**src/rtl/sc_level_control.sv**
```systemverilog
// Level/game sequencer for the racing game: start, per-level progress goal,
// end-of-level hold pulse, game over on crash and win after the last level.
module sc_level_control #(
  parameter logic [4:0]  PROGRESS_GOAL = 5'd24,
  parameter int unsigned NUM_LEVELS    = 4,
  parameter int unsigned END_HOLD      = 8
) (
  input  logic       SC_LEVEL_CONTROL_CLOCK_50,
  input  logic       SC_LEVEL_CONTROL_RESET_InLow,
  input  logic [4:0] SC_LEVEL_CONTROL_Progress_InBus,
  input  logic       SC_LEVEL_CONTROL_Start_InLow,
  input  logic       SC_LEVEL_CONTROL_Crash_InLow,
  output logic       SC_LEVEL_CONTROL_EndLevel_Out,
  output logic       SC_LEVEL_CONTROL_EndGame_Out,
  output logic [1:0] SC_LEVEL_CONTROL_Level_OutBus,
  output logic [2:0] SC_LEVEL_CONTROL_State_OutBus,
  output logic       SC_LEVEL_CONTROL_Win_Out
);

  typedef enum logic [2:0] {
    S_IDLE      = 3'd0,
    S_PLAYING   = 3'd1,
    S_LEVEL_END = 3'd2,
    S_GAME_OVER = 3'd3,
    S_GAME_WON  = 3'd4
  } state_t;

  localparam logic [1:0] LAST_LEVEL = 2'(NUM_LEVELS - 1);
  localparam logic [7:0] HOLD_LOAD  = 8'(END_HOLD - 1);

  // Raw 3-bit register so the unused encodings 5..7 stay representable
  // and can be recovered from.
  logic [2:0] r_state;
  state_t     w_next;
  logic [1:0] r_level;
  logic [7:0] r_hold;
  logic       r_start_prev;
  logic       r_start_armed;
  logic       w_start;
  logic       w_goal;
  logic       w_crash;
  logic       w_hold_done;

  // The armed flag keeps a button held low through reset from looking like
  // a fresh press once reset releases.
  assign w_start     = r_start_armed & r_start_prev & ~SC_LEVEL_CONTROL_Start_InLow;
  assign w_goal      = (SC_LEVEL_CONTROL_Progress_InBus >= PROGRESS_GOAL);
  assign w_crash     = ~SC_LEVEL_CONTROL_Crash_InLow;
  assign w_hold_done = (r_hold == '0);

  always_ff @(posedge SC_LEVEL_CONTROL_CLOCK_50 or negedge SC_LEVEL_CONTROL_RESET_InLow) begin
    if (!SC_LEVEL_CONTROL_RESET_InLow) begin
      r_start_prev  <= 1'b1;
      r_start_armed <= 1'b0;
    end else begin
      r_start_prev  <= SC_LEVEL_CONTROL_Start_InLow;
      r_start_armed <= r_start_armed | SC_LEVEL_CONTROL_Start_InLow;
    end
  end

  always_ff @(posedge SC_LEVEL_CONTROL_CLOCK_50 or negedge SC_LEVEL_CONTROL_RESET_InLow) begin
    if (!SC_LEVEL_CONTROL_RESET_InLow) begin
      r_state <= S_IDLE;
    end else begin
      r_state <= w_next;
    end
  end

  always_comb begin
    w_next = S_IDLE;
    case (r_state)
      S_IDLE: begin
        w_next = w_start ? S_PLAYING : S_IDLE;
      end
      S_PLAYING: begin
        if (w_crash) begin
          w_next = S_GAME_OVER;
        end else if (w_goal) begin
          w_next = S_LEVEL_END;
        end else begin
          w_next = S_PLAYING;
        end
      end
      S_LEVEL_END: begin
        if (!w_hold_done) begin
          w_next = S_LEVEL_END;
        end else if (r_level == LAST_LEVEL) begin
          w_next = S_GAME_WON;
        end else begin
          w_next = S_PLAYING;
        end
      end
      S_GAME_OVER: begin
        w_next = w_start ? S_PLAYING : S_GAME_OVER;
      end
      S_GAME_WON: begin
        w_next = w_start ? S_PLAYING : S_GAME_WON;
      end
      default: begin
        w_next = S_IDLE;
      end
    endcase
  end

  always_ff @(posedge SC_LEVEL_CONTROL_CLOCK_50 or negedge SC_LEVEL_CONTROL_RESET_InLow) begin
    if (!SC_LEVEL_CONTROL_RESET_InLow) begin
      r_level <= '0;
    end else begin
      case (r_state)
        S_IDLE, S_GAME_OVER, S_GAME_WON: begin
          if (w_start) begin
            r_level <= '0;
          end
        end
        S_LEVEL_END: begin
          if (w_hold_done && (r_level != LAST_LEVEL)) begin
            r_level <= r_level + 2'd1;
          end
        end
        S_PLAYING: begin
          r_level <= r_level;
        end
        default: begin
          r_level <= '0;
        end
      endcase
    end
  end

  // Loaded on entry to LEVEL_END so EndLevel stays low for END_HOLD cycles.
  always_ff @(posedge SC_LEVEL_CONTROL_CLOCK_50 or negedge SC_LEVEL_CONTROL_RESET_InLow) begin
    if (!SC_LEVEL_CONTROL_RESET_InLow) begin
      r_hold <= '0;
    end else if (r_state != S_LEVEL_END) begin
      r_hold <= (w_next == S_LEVEL_END) ? HOLD_LOAD : '0;
    end else if (!w_hold_done) begin
      r_hold <= r_hold - 8'd1;
    end
  end

  always_comb begin
    SC_LEVEL_CONTROL_EndGame_Out  = 1'b0;
    SC_LEVEL_CONTROL_EndLevel_Out = 1'b1;
    SC_LEVEL_CONTROL_Win_Out      = 1'b0;
    case (r_state)
      S_PLAYING: begin
        SC_LEVEL_CONTROL_EndGame_Out = 1'b1;
      end
      S_LEVEL_END: begin
        SC_LEVEL_CONTROL_EndGame_Out  = 1'b1;
        SC_LEVEL_CONTROL_EndLevel_Out = 1'b0;
      end
      S_GAME_WON: begin
        SC_LEVEL_CONTROL_Win_Out = 1'b1;
      end
      default: begin
        SC_LEVEL_CONTROL_EndGame_Out = 1'b0;
      end
    endcase
  end

  assign SC_LEVEL_CONTROL_State_OutBus = r_state;
  assign SC_LEVEL_CONTROL_Level_OutBus = r_level;

endmodule

```
**config.mk**
```make
export PLATFORM = sky130hd
export DESIGN_NAME = sc_level_control
export DESIGN_NICKNAME = d
export VERILOG_FILES = /design/src/rtl/sc_level_control.sv
export SDC_FILE = /design/constraint.sdc
export NUM_CORES = 1
export LEC_CHECK = 0
export ABC_AREA = 0
export CAP_MARGIN = 40
export CORE_AREA = 2 2 47 49
export CTS_CLUSTER_DIAMETER = 120
export CTS_CLUSTER_SIZE = 8
export DETAILED_ROUTE_END_ITERATION = 7
export DIE_AREA = 0 0 49 51
export GPL_TIMING_DRIVEN = 0
export PLACE_DENSITY = 0.8
export SLEW_MARGIN = 30
export SYNTH_ARGS = -nofsm -noshare
export SYNTH_HDL_FRONTEND = slang
export SYNTH_SLANG_ARGS = --single-unit
export TNS_END_PERCENT = 20
```
**constraint.sdc**
```tcl
create_clock -name SC_LEVEL_CONTROL_CLOCK_50 -period 1.7 [get_ports SC_LEVEL_CONTROL_CLOCK_50]
set_input_delay 0.17 -clock SC_LEVEL_CONTROL_CLOCK_50 [delete_from_list [all_inputs] [get_ports SC_LEVEL_CONTROL_CLOCK_50]]
set_output_delay 0.17 -clock SC_LEVEL_CONTROL_CLOCK_50 [all_outputs]
set_load 0.1 [all_outputs]
```
# --- After elaboration in Yosys (flattened, before gate mapping) ---
# Cells that the tools add are included.
totals:
  register_bits: 15
  inputBits: 9
op_classes:
  addsub: 2
  n_lt_le_gt_ge: 1
  n_eq_ne: 11
  mux: 17
  n_bitwise: 5
  n_reduce_logical: 6
op_table:
  columns: ["op", "n"]
  rows:
  - ["$mux 8", 2]
  - ["$pmux 3 s5", 1]
  - ["$mux 3", 4]
  - ["$mux 2", 5]
  - ["$eq 3x2->1 const B", 3]
  - ["$logic_not 8->1", 1]
  - ["$sub 8x1->8 const B", 1]
  - ["$ne 2x2->1 const B", 3]
  - ["$pmux 2 s3", 1]
  - ["$ge 5x5->1 const B", 1]
  - ["$mux 1", 4]
  - ["$eq 3x1->1 const B", 1]
  - ["$eq 3x3->1 const B", 1]
  - ["$logic_not 3->1", 1]
  - ["$ne 3x2->1 const B", 1]
  - ["$reduce_and 3->1", 1]
  - ["$reduce_or 3->1", 1]
  - ["$add 2x1->2 const B", 1]
  - ["$and 1x1->1", 2]
  - ["$eq 2x2->1 const B", 1]
  - ["$ne 2x1->1 const B", 1]
  - ["$not 1->1", 2]
  - ["$reduce_or 2->1", 1]
  - ["$logic_and 1x1->1", 1]
  - ["$or 1x1->1", 1]

# --- Depth between registers and ports, before layout ---
depth:
  word_depth: 7
  mapped_depth: 6

# --- Worst setup path before layout ---
# No wires, ideal clock.
synth_timing:
  path_type: "register to output"
  start: "register r_state[1] (netlist: SC_LEVEL_CONTROL_State_OutBus[1])"
  end: "output port SC_LEVEL_CONTROL_EndGame_Out"
  arrival_time_ns: 2.559
  required_time_ns: 1.530
  slack_ns: -1.029
  path_stages_with_launch: 4
  path_buffers: 1
  cell_sequence: "dfrtp_1 > buf_2 > xnor2_1 > nor2_1"
synth_between:
  elab_chain_len: 3
synth_lines:
  columns: ["item", "line_no", "rtl"]
  rows:
  - ["from (decl)", "33", "logic [2:0] r_state;"]
  - ["from (signal assigned)", "65", "r_state <= w_next;"]
  - ["$eq 3x2->1 / $eq 3x1->1 (equally long branches)", "145", "case (r_state)"]
  - ["$reduce_or 2->1 (no line) *", null, null]
  - ["$mux 1 *", "145", null]
  - ["to (decl)", "14", "output logic SC_LEVEL_CONTROL_EndGame_Out,"]
# Mark *: on every way between the ends. The rest lies on a longest branch, timed or not.

# --- Final worst setup path ---
layout_timing:
  start: "register r_hold[2]"
  end: "register r_level[0] (netlist: SC_LEVEL_CONTROL_Level_OutBus[0])"
layout_between:
  elab_chain_len: 4
layout_lines:
  columns: ["item", "line_no", "rtl"]
  rows:
  - ["from (decl)", "36", "logic [7:0] r_hold;"]
  - ["from (signal assigned)", "135", "r_hold <= (w_next == S_LEVEL_END) ? HOLD_LOAD : '0;"]
  - ["from (signal assigned)", "137", "r_hold <= r_hold - 8'd1;"]
  - ["$logic_not 8->1", "49", "assign w_hold_done = (r_hold == '0);"]
  - ["$logic_and 1x1->1", "116", "if (w_hold_done && (r_level != LAST_LEVEL)) begin"]
  - ["$ne 2x2->1 (no line)", null, null]
  - ["$reduce_and 3->1 (no line)", null, null]
  - ["to (signal assigned)", "117", "r_level <= r_level + 2'd1;"]
  - ["to (signal assigned)", "121", "r_level <= r_level;"]
  - ["to (decl)", "35", "logic [1:0] r_level;"]
# No other way between the ends.
# A chain may end at the register's enable or synchronous reset.

==> impl_metrics.toml <==
[status]
outcome = "finished with violations"
violations = "setup timing"

[placement]
place_inst = 132
hpwl_um = 1490
io_buffers = 13
place_congestion = 0.747

[timing]
rsz0062_at_grt = "true"
finalHoldViolCount = 0
finalSetupTns_ns = -0.0801
skew_ns = 0.00528
finalCritPeriodShare = 1.02
min_period_ns = 1.73
drv_slew = 0
worst_pin_slew_ns = 0.679
setup_ws_ns = -0.0320
relSlewSlack = 0.546
setup_viol = 3
fmax_mhz = 577

[critical_path]
r2r-start = "r_hold[2]"
reg2reg_depth = 4
rr_endpoint = "SC_LEVEL_CONTROL_Level_OutBus[0]"
crit_fanout = 5
worstSetupPathType = "flip-flop to flip-flop"
rrSetupSlack_ns = -0.03
crit_required_ns = 1.88
end_kind = "flip-flop"
startpoint_type = "flip-flop"
critPathArrivalTime_ns = 1.91

[finish]
regArea_um2 = 385
fillers = 168
multi_input_area_um2 = 532
drive_gt1_frac = 0.393
antennaDiodeCount = 0
synthToLayoutAreaGrowth_pct = 50.0
final_cells = 135
final_util = 0.626
nets = 120

[clock_network]
clk_pin_slew_ns = 0.09
clockBufferDepth = 2
clock-sinks = 15
htree_num_levels = 1
cts_made_buffers = 3
hold_buffers = 0
cts_tree = "yes"
cts-root-buf = "clkbuf_4"
clock_latency_ns = 0.28

[route]
vias_per_cell = 5.37
wire_per_inst_um = 15.1
routed_wl_um = 2040
drc = 0
dr.first_iter.drc_count = 14
drtAntennaViolNets = 0
vias = 725
first_pass_iters = 4

[die]
rows = 17
die_x_um = 49
ios = 17
die_h_um = 51
start_util = 0.417
dieArea_um2 = 2500
core_area_um2 = 2060

[grt]
grt_pass1_wl_um = 3450
grt_max_degree = 16
grt_use_total = 0.180
grt_pass1_vias = 747
grt.overflow.total = 0
antenna_found_initial = 0

[synthesis]
syn_inst = 83
synth_common_cells = "14 x dfrtp_1, 8 x nor2_1, 5 x xor2_1, 4 x nand2_1, 4 x o21ai_0"
synth_ff_type = "dfrtp_1"
async_flop_share = 1.00
synth_seq_cells = 15
synth_edf_count = 0
synth_fp_nets = 95
seq_area_frac_synth = 0.438
synth_most_common_cell = "dfrtp_1"
syn_area_um2 = 861
ys_types = 37
yosys_warnings = 0
synthTopCellsByArea = "dfrtp_1 41%, xor2_1 5.1%, ha_1 4.4%"
avgSynthCellArea_um2 = 10.4
synth_top_cell_by_area = "dfrtp_1"
synth_top_area_frac = 0.407

[min_path]
min_path_type = "input pin to async pin"

[job]
cap_violations = 0
## per-stage QoR
| step | cell area, um2 | hold WS (ns) | worst slack (ns) |
|---|---|---|---|
| after floorplan | 913 | -0.126 | -0.125 |
| after global placement | 1080 | 0.477 | -0.569 |
| after detailed placement | 1200 | 0.479 | -0.216 |
| after CTS | 1260 | 0.303 | -0.0675 |
| after global routing | 1290 | 0.346 | -0.0956 |
| final | 1290 | 0.291 | -0.0320 |
## metal layers
layer | track usage | part of all wire | vias to the layer above
li1 | - | - | 347
met1 | 0.211 | 0.42 | 360
met2 | 0.331 | 0.54 | 16
met3 | 0.0380 | 0.040 | 2
met4 | 0.0524 | 0.0029 | 0
met5 | 0 | 0 | -
## area by class of cell
class / count / share of cell area
multi-input cells: 63 / 0.412
flip-flops and latches: 15 / 0.298
repair buffers: 20 / 0.205
plain buffers: 2 / 0.0271
well taps: 28 / 0.0271
clock buffers: 3 / 0.0174
inverters: 3 / 0.00872
clock inverters: 1 / 0.00388
## timing repair
action / 4_1_cts / 5_1_grt
gates cloned: 0 / 0
resized for setup: 16 / 8
setup buffers: 0 / 1
setup endpoints to repair: 14 / 11
pin swaps: 0 / 3
## registers in the layout, indices dropped and copies added (netlist names)
register,flops
SC_LEVEL_CONTROL_State_OutBus,3
r_start_armed,1
r_hold,8
r_start_prev,1
SC_LEVEL_CONTROL_Level_OutBus,2
## worst max-delay path: stages, from the launching register on
cell and delay [ns]:
dfrtp_1 0.47, or4_4 0.59, nor3_4 0.20, o21ai_2 0.08, mux2_4 0.27
## kinds of logic after synthesis
kind of cell / Yosys count / synth area share
XOR/XNOR: 8 / 0.0814
buffers and inverters: 5 / 0.0247
multiplexers: 1 / 0.0174
flip-flops: 15 / 0.438
AND/OR/NAND/NOR: 33 / 0.243
AO/OA/AOI/OAI: 18 / 0.153
adder cells (fa/ha/maj): 3 / 0.0436
## layout by cell type (no fill, tap or decap), types with 2 or more instances in the layout
cell type,synthesis,routed
a21oi_1,3,3
buf_12,0,6
buf_8,0,4
clkbuf_4,0,3
clkdlybuf4s50_1,0,8
dfrtp_1,14,9
dfrtp_2,0,4
ha_1,3,2
inv_2,0,3
nand2_1,4,4
nand3b_1,2,2
nand4b_1,3,3
nor2_1,8,7
nor2_4,1,2
nor3_1,3,2
nor3b_4,0,2
o211ai_1,2,2
o21ai_0,4,4
or2_2,2,2
xnor2_1,3,2
xor2_1,5,5
## worst max path at each step
stage	slack, ns	start	cells after the start	to
finish	-0.03	r_hold[2]	4	SC_LEVEL_CONTROL_Level_OutBus[0]
global route	-0.1	SC_LEVEL_CONTROL_State_OutBus[1]	6	SC_LEVEL_CONTROL_EndLevel_Out
CTS	-0.07	SC_LEVEL_CONTROL_State_OutBus[1]	6	SC_LEVEL_CONTROL_EndLevel_Out
detailed placement	-0.22	r_hold[0]	6	r_hold[0]
global placement	-0.57	SC_LEVEL_CONTROL_State_OutBus[1]	5	SC_LEVEL_CONTROL_EndLevel_Out
floorplan	-0.13	SC_LEVEL_CONTROL_State_OutBus[1]	3	SC_LEVEL_CONTROL_Win_Out
Power is left out: the tool's default activity adds up to more than one toggle a clock period on the data nets, which glitch-free logic cannot reach.
